### src/rtl/wb_cmd_master.sv
// Single-beat Wishbone classic master: takes one command at a time, drives the bus
// with retry/timeout handling, and returns one response per command.
module wb_cmd_master #(
  parameter int unsigned DWIDTH    = 8,
  parameter int unsigned AWIDTH    = 8,
  parameter int unsigned MAX_RETRY = 3,
  parameter int unsigned TIMEOUT   = 16
) (
  input  logic                  clk_i,
  input  logic                  rst_i,
  input  logic                  cmd_valid_i,
  output logic                  cmd_ready_o,
  input  logic                  cmd_we_i,
  input  logic [AWIDTH-1:0]     cmd_adr_i,
  input  logic [DWIDTH-1:0]     cmd_dat_i,
  input  logic [DWIDTH/8-1:0]   cmd_sel_i,
  output logic                  rsp_valid_o,
  input  logic                  rsp_ready_i,
  output logic [DWIDTH-1:0]     rsp_dat_o,
  output logic [1:0]            rsp_status_o,
  output logic [AWIDTH-1:0]     adr_o,
  output logic [DWIDTH-1:0]     dat_o,
  input  logic [DWIDTH-1:0]     dat_i,
  output logic                  we_o,
  output logic [DWIDTH/8-1:0]   sel_o,
  output logic                  cyc_o,
  output logic                  stb_o,
  input  logic                  ack_i,
  input  logic                  err_i,
  input  logic                  rty_i
);

  localparam int unsigned RW = (MAX_RETRY < 1) ? 1 : $clog2(MAX_RETRY + 1);
  localparam int unsigned TW = $clog2(TIMEOUT + 1);

  localparam logic [1:0] ST_OK  = 2'b00;
  localparam logic [1:0] ST_ERR = 2'b01;
  localparam logic [1:0] ST_RTY = 2'b10;
  localparam logic [1:0] ST_TMO = 2'b11;

  typedef enum logic [1:0] {IDLE, BUS, GAP, RESP} state_e;

  state_e                state_q, state_d;
  logic [RW-1:0]         rty_cnt_q, rty_cnt_d;
  logic [TW-1:0]         tmo_cnt_q, tmo_cnt_d;
  logic                  cmd_ready_q, cmd_ready_d;
  logic                  rsp_valid_q, rsp_valid_d;
  logic [DWIDTH-1:0]     rsp_dat_q, rsp_dat_d;
  logic [1:0]            rsp_status_q, rsp_status_d;
  logic [AWIDTH-1:0]     adr_q, adr_d;
  logic [DWIDTH-1:0]     dat_q, dat_d;
  logic                  we_q, we_d;
  logic [DWIDTH/8-1:0]   sel_q, sel_d;
  logic                  cyc_q, cyc_d;
  logic                  stb_q, stb_d;
  logic                  to_resp;

  // Next-state and registered-output logic
  always_comb begin
    state_d      = state_q;
    rty_cnt_d    = rty_cnt_q;
    tmo_cnt_d    = tmo_cnt_q;
    cmd_ready_d  = cmd_ready_q;
    rsp_valid_d  = rsp_valid_q;
    rsp_dat_d    = rsp_dat_q;
    rsp_status_d = rsp_status_q;
    adr_d        = adr_q;
    dat_d        = dat_q;
    we_d         = we_q;
    sel_d        = sel_q;
    cyc_d        = cyc_q;
    stb_d        = stb_q;
    to_resp      = 1'b0;

    case (state_q)
      IDLE: begin
        if (cmd_valid_i && cmd_ready_q) begin
          adr_d       = cmd_adr_i;
          dat_d       = cmd_dat_i;
          we_d        = cmd_we_i;
          sel_d       = cmd_sel_i;
          rty_cnt_d   = '0;
          tmo_cnt_d   = '0;
          cmd_ready_d = 1'b0;
          cyc_d       = 1'b1;
          stb_d       = 1'b1;
          state_d     = BUS;
        end
      end
      BUS: begin
        // Termination priority: err > ack > rty, then timeout
        to_resp = 1'b1;
        if (err_i) begin
          rsp_status_d = ST_ERR;
        end else if (ack_i) begin
          rsp_status_d = ST_OK;
        end else if (rty_i) begin
          if (rty_cnt_q == RW'(MAX_RETRY)) begin
            rsp_status_d = ST_RTY;
          end else begin
            to_resp   = 1'b0;
            rty_cnt_d = rty_cnt_q + RW'(1);
            cyc_d     = 1'b0;
            stb_d     = 1'b0;
            state_d   = GAP;
          end
        end else begin
          tmo_cnt_d = tmo_cnt_q + TW'(1);
          if (tmo_cnt_q == TW'(TIMEOUT - 1)) begin
            rsp_status_d = ST_TMO;
          end else begin
            to_resp = 1'b0;
          end
        end
        if (to_resp) begin
          rsp_dat_d   = (!err_i && ack_i && !we_q) ? dat_i : '0;
          rsp_valid_d = 1'b1;
          cyc_d       = 1'b0;
          stb_d       = 1'b0;
          state_d     = RESP;
        end
      end
      GAP: begin
        tmo_cnt_d = '0;
        cyc_d     = 1'b1;
        stb_d     = 1'b1;
        state_d   = BUS;
      end
      RESP: begin
        if (rsp_ready_i) begin
          rsp_valid_d = 1'b0;
          cmd_ready_d = 1'b1;
          state_d     = IDLE;
        end
      end
    endcase
  end

  always_ff @(posedge clk_i) begin
    if (rst_i) begin
      state_q      <= IDLE;
      rty_cnt_q    <= '0;
      tmo_cnt_q    <= '0;
      cmd_ready_q  <= 1'b1;
      rsp_valid_q  <= 1'b0;
      rsp_dat_q    <= '0;
      rsp_status_q <= ST_OK;
      adr_q        <= '0;
      dat_q        <= '0;
      we_q         <= 1'b0;
      sel_q        <= '0;
      cyc_q        <= 1'b0;
      stb_q        <= 1'b0;
    end else begin
      state_q      <= state_d;
      rty_cnt_q    <= rty_cnt_d;
      tmo_cnt_q    <= tmo_cnt_d;
      cmd_ready_q  <= cmd_ready_d;
      rsp_valid_q  <= rsp_valid_d;
      rsp_dat_q    <= rsp_dat_d;
      rsp_status_q <= rsp_status_d;
      adr_q        <= adr_d;
      dat_q        <= dat_d;
      we_q         <= we_d;
      sel_q        <= sel_d;
      cyc_q        <= cyc_d;
      stb_q        <= stb_d;
    end
  end

  assign cmd_ready_o  = cmd_ready_q;
  assign rsp_valid_o  = rsp_valid_q;
  assign rsp_dat_o    = rsp_dat_q;
  assign rsp_status_o = rsp_status_q;
  assign adr_o        = adr_q;
  assign dat_o        = dat_q;
  assign we_o         = we_q;
  assign sel_o        = sel_q;
  assign cyc_o        = cyc_q;
  assign stb_o        = stb_q;

endmodule
### config.mk
export PLATFORM = sky130hd
export DESIGN_NAME = wb_cmd_master
export DESIGN_NICKNAME = d
export VERILOG_FILES = /design/src/rtl/wb_cmd_master.sv
export SDC_FILE = /design/constraint.sdc
export NUM_CORES = 1
export LEC_CHECK = 0
export BUFFER_PORTS_ARGS = -buffer_cell sky130_fd_sc_hd__buf_4
export CAP_MARGIN = 5
export CORE_ASPECT_RATIO = 1.1
export CORE_UTILIZATION = 51
export CTS_CLUSTER_SIZE = 20
export DETAILED_ROUTE_END_ITERATION = 12
export PLACE_DENSITY = 0.84
export SYNTH_ARGS = -nofsm -noshare
export SYNTH_HDL_FRONTEND = slang
export SYNTH_SLANG_ARGS = --single-unit
export TNS_END_PERCENT = 1
### constraint.sdc
create_clock -name clk_i -period 5.3 [get_ports clk_i]
set_clock_uncertainty 0.1 [all_clocks]
set_input_delay 0.795 -clock clk_i [delete_from_list [all_inputs] [get_ports clk_i]]
set_output_delay 0.795 -clock clk_i [all_outputs]
set_load 0.05 [all_outputs]
# After elaboration in Yosys (flattened, before gate mapping)
# Cells that the tools add are included.
dict set report totals {
  register_bits 40
  out_inout_bits 32
  elab_cells 96
}
dict set report op_classes {
  n_addsub 2
  n_eq_ne 18
  n_mux 44
  n_reduce_logical 20
}
# op count
set ops {}
lappend ops {{2-to-1 mux 2 bit} 17}
lappend ops {{2-to-1 mux 5 bit} 4}
lappend ops {{AND reduction 6 bit} 3}
lappend ops {{2-to-1 mux 1 bit} 16}
lappend ops {{inequality test 2 bit, second input constant} 8}
lappend ops {{one-hot mux 5 bit (3 select lines)} 1}
lappend ops {{inequality test 3 bit, second input constant} 4}
lappend ops {{AND reduction 3 bit} 3}
lappend ops {{2-to-1 mux 8 bit} 1}
lappend ops {{one-hot mux 2 bit (4 select lines)} 1}
lappend ops {{== test 2 bit, second input constant} 3}
lappend ops {{nonzero test 2 bit} 3}
lappend ops {{adder 5 x 1 -> 5 bit, second input constant} 1}
lappend ops {{== test 5 x 4 -> 1 bit, second input constant} 1}
lappend ops {{AND reduction 5 bit} 1}
lappend ops {{inequality test 4 x 3 -> 1 bit, second input constant} 1}
lappend ops {{one-hot mux 1 bit (2 select lines)} 2}
lappend ops {{one-hot mux 2 bit (2 select lines)} 1}
lappend ops {{AND reduction 2 bit} 2}
lappend ops {{nonzero test 4 bit} 1}
lappend ops {{logical AND 1 bit} 3}
lappend ops {{one-hot mux 1 bit (3 select lines)} 1}
lappend ops {{nonzero test 3 bit} 1}
lappend ops {{adder 2 x 1 -> 2 bit, second input constant} 1}
lappend ops {{3 further kinds} 4}

# Longest topological paths before layout
dict set report logic_depth {
  depth_word 8
  mapped_depth 7
}

# Worst setup path after synthesis
# No wires, ideal clock.
dict set report synth_path {
  path_kind {input to register}
  from {in rty_i}
  to {reg tmo_cnt_q[3]}
  setup_ns 0.062
  arrival_time_ns 1.994
  t_required_ns 5.138
  slack_ns 3.144
  stages 4
  path_buffers 1
  cell_sequence {or4_1 > buf_2 > or4_1 > nand3_1}
}
dict set report synth_via {
  elab_chain_len 2
}
# element line
set synth_rtl {}
lappend synth_rtl {{start, declared} 30} ;# input logic rty_i
lappend synth_rtl {{inequality test 2 bit (no line)} n/a}
lappend synth_rtl {{AND reduction 5 bit (no line)} n/a}
lappend synth_rtl {{end signal, assigned} 157} ;# tmo_cnt_q <= tmo_cnt_d;
lappend synth_rtl {{end, declared} 45} ;# logic [TW-1:0] tmo_cnt_q, tmo_cnt_d;
# Every way passes these cells.
# A chain may end at the register's enable or synchronous reset.

# Final worst setup path
dict set report layout_path {
  from {reg tmo_cnt_q[0]}
  to {reg rsp_status_q[0] (netlist: rsp_status_o[0])}
}
dict set report layout_via {
  elab_chain_len 3
}
# element line
set layout_rtl {}
lappend layout_rtl {{== test 5 x 4 -> 1 bit} 109} ;# if (tmo_cnt_q == TW'(TIMEOUT - 1)) begin
lappend layout_rtl {{nonzero test 4 bit (no line)} n/a}
lappend layout_rtl {{AND reduction 3 bit (no line)} n/a}
lappend layout_rtl {{end signal, assigned} 161} ;# rsp_status_q <= rsp_status_d;
lappend layout_rtl {{end, declared} 49} ;# logic [1:0] rsp_status_q, rsp_status_d;
# Every way passes these cells.

==> flow_summary.ini <==
[logic_synthesis]
post-synth-top-area-fraction_pct = 47.8
syn_area_um2 = 1680
ys_types = 32
ys_warn_count = 0
synth_seq_cells = 40
yosysTopAreaCell = dfxtp_1
avgSynthCellArea_um2 = 8.34
synth-edff-count = 0
synth_area_leaders = dfxtp_1 48%, nand2_1 12%, a21oi_1 8.1%
synth_common_cells = 54 x nand2_1, 40 x dfxtp_1, 27 x a21oi_1, 9 x clkbuf_1
postSynth.asyncResetShare_pct = 0
yosysSeqAreaShare_pct = 47.8
synth.most_common_cell = nand2_1
syn_inst = 201
synth_nets = 237
ys.flop_type = dfxtp_1

[cts]
ctsResizeCount = 0
cts_buffers = 5
clockRootBuffer = clkbuf_4
hold_buffers = 0
cts_sinks = 40
clkSlewWorstSetupHoldPaths_ns = 0.12
post_cts_buffers = 0
h-tree-depth = 2
clk_path_buf_depth = 2
worstSkewPairLatency_ns = 0.34
cts_tree = done

[drt]
wl_per_cell_um = 12.0
drt_pass1_iterations = 4
vias = 1559
wirelength_mm = 3.52
drtIter0Drc = 50
post_drt_via_cell_ratio = 5.30
drc = 0
antenna_left = 0

[flow_run]
cap_violations = 0

[worst_setup_path]
end_kind = flip-flop
critPathLaunchType = flip-flop
critical_path_class = flip-flop to flip-flop
cp_max_fo = 10
path_cells = ha_1, and3_1, ha_1, mux2_2, o21ai_1, a221oi_1
cpMostUsedCell = ha_1
worstPathArrival_ns = 2.60
slowest_stage = o21ai_1
critPathMaxStageDelay_ns = 0.80
cp.required_ns = 5.38
cp_num_buf_inv = 0
critPathTopFamily = compound AO/OA/AOI/OAI gates

[grt]
gr-usage-met2_pct = 33.5
grt_usage_pct = 21.6
met1_usage_pct = 26.9
use_met3_pct = 7.92
grt.overflow.total = 0
grt_pass1_wl_mm = 6.01
grt.busiest_layer = met2
grt_max_degree = 30
grt_pass1_vias = 1424
antenna_found_initial = 0

[sta]
finalHoldViolCount = 0
slew_headroom_pct = 30.7
rsz0062_at_grt = no
slew_violations = 0
fmax_ghz = 0.397
tightest_slew_ns = 1.03
fin_setup_tns_ns = 0
worst_slack_ns = 2.78
min_period_ns = 2.52
finalCritPeriodShare_pct = 47.5
setup_viol = 0

[finish]
syn_to_final_growth_pct = 33.3
layout-drive-gt1-share_pct = 29.2
nets = 295
antenna_cells = 0

[outcome]
status = finished clean

[die]
die_h_um = 62.1
core-area_um2 = 3070
io-pin-count = 65
die_area_um2 = 3520
rows = 21
fp.dieW_um = 56.6
start_util_pct = 54.5

[place]
dp_hpwl_mm = 2.49
place_ws_ns = 2.73
io_buffer_count = 64
gp_congestion = 0.783

[power]
power_density_nw_per_um2 = 307
power.leakage_nw = 1.01
vdd_drop_max_mv = 0.238

[min_path]
hold_class = flip-flop to flip-flop
## cells by family after synthesis
family	count (synthesis)	share of synthesized area, %
AOI/OAI and AO/OA	45	15.8
buffers and inverters	21	5.15
and+or+nand+nor	83	23.5
adders and majority gates	3	2.24
muxes	9	5.45
DFF	40	47.8
## worst min-delay path, stage by stage (launching register included)
cell	delay (ns)
dfxtp_1	0.33
nand2_1	0.05
a21oi_1	0.05
## sequential cells by signal (all words and copies together) (netlist names)
| register | cells |
|---|---|
| adr_o | 8 |
| cmd_ready_o | 1 |
| dat_o | 8 |
| rsp_dat_o | 8 |
| rsp_status_o | 2 |
| rsp_valid_o | 1 |
| rty_cnt_q | 2 |
| sel_o | 1 |
| state_q | 2 |
| stb_o | 1 |
| tmo_cnt_q | 5 |
| we_o | 1 |
## cell type report
| type | count | area (um2) |
|---|---|---|
| clock buffers | 6 | 41.3 |
| clock inverters | 2 | 35.0 |
| fillers | 247 | 841 |
| inverters | 8 | 30.0 |
| multi-input cells | 140 | 803 |
| flip-flops and latches | 40 | 801 |
| well taps | 34 | 42.5 |
| repair buffers | 64 | 480 |
## placed cells by master, fill, tap and decap left out
cell type | netlist | routed
nor2_1 | 2 | 2
a22o_1 | 1 | 1
nor4b_2 | 1 | 1
a21oi_1 | 27 | 27
nand2_1 | 54 | 54
inv_1 | 8 | 8
or3_1 | 2 | 2
nor3_1 | 3 | 3
clkbuf_4 | 0 | 5
a32o_1 | 1 | 1
a21o_1 | 4 | 4
nand3_1 | 4 | 4
a211oi_1 | 3 | 3
or4_1 | 2 | 2
nor4bb_4 | 0 | 1
clkbuf_1 | 9 | 1
nor4_1 | 3 | 3
o21ai_1 | 0 | 1
buf_4 | 1 | 64
or2_2 | 2 | 2
o211ai_1 | 3 | 3
and3_1 | 1 | 1
dfxtp_1 | 40 | 40
nand4bb_1 | 1 | 1
nand2b_1 | 4 | 4
clkinv_2 | 0 | 1
bufinv_16 | 0 | 1
a221oi_1 | 1 | 1
mux2_2 | 1 | 1
ha_1 | 3 | 3
o31ai_1 | 1 | 1
or4b_1 | 1 | 1
mux2i_1 | 8 | 8
nor2b_1 | 2 | 2
o21ai_0 | 4 | 3
## metal layers
metal  vias up  wire [um]
li1        798          -
met1       695       1610
met2        58       1540
met3         8        306
met4         0         68
met5         -          0
## power breakdown
group	switching [mW]	internal, mW	total, mW
registers	0.0142	0.317	0.331
clock network	0.0948	0.0989	0.194
logic	0.103	0.0578	0.161
## final timing paths
check | cells after the start | startpoint | slack, ns | to
setup reg to reg | 6 | tmo_cnt_q[0] | 2.78 | rsp_status_o[0]
hold reg to reg | 2 | adr_o[6] | 0.36 | adr_o[6]
setup / recovery | 6 | tmo_cnt_q[0] | 2.78 | rsp_status_o[0]
hold / removal | 2 | adr_o[6] | 0.36 | adr_o[6]
## per-stage QoR
step	area (um2)	cells	power (mW)	util [%]	hold slack (ns)
after global routing	2230	294	0.719	72.6	0.388
final	2230	294	0.686	72.6	0.361
after detailed placement	2160	286	0.500	70.2	0.348
after floorplan	1680	201	0.444	-	0.326
after global placement	2160	286	0.498	70.2	0.335
after CTS	2230	294	0.692	72.6	0.364
(Power assumes the default switching activity.)
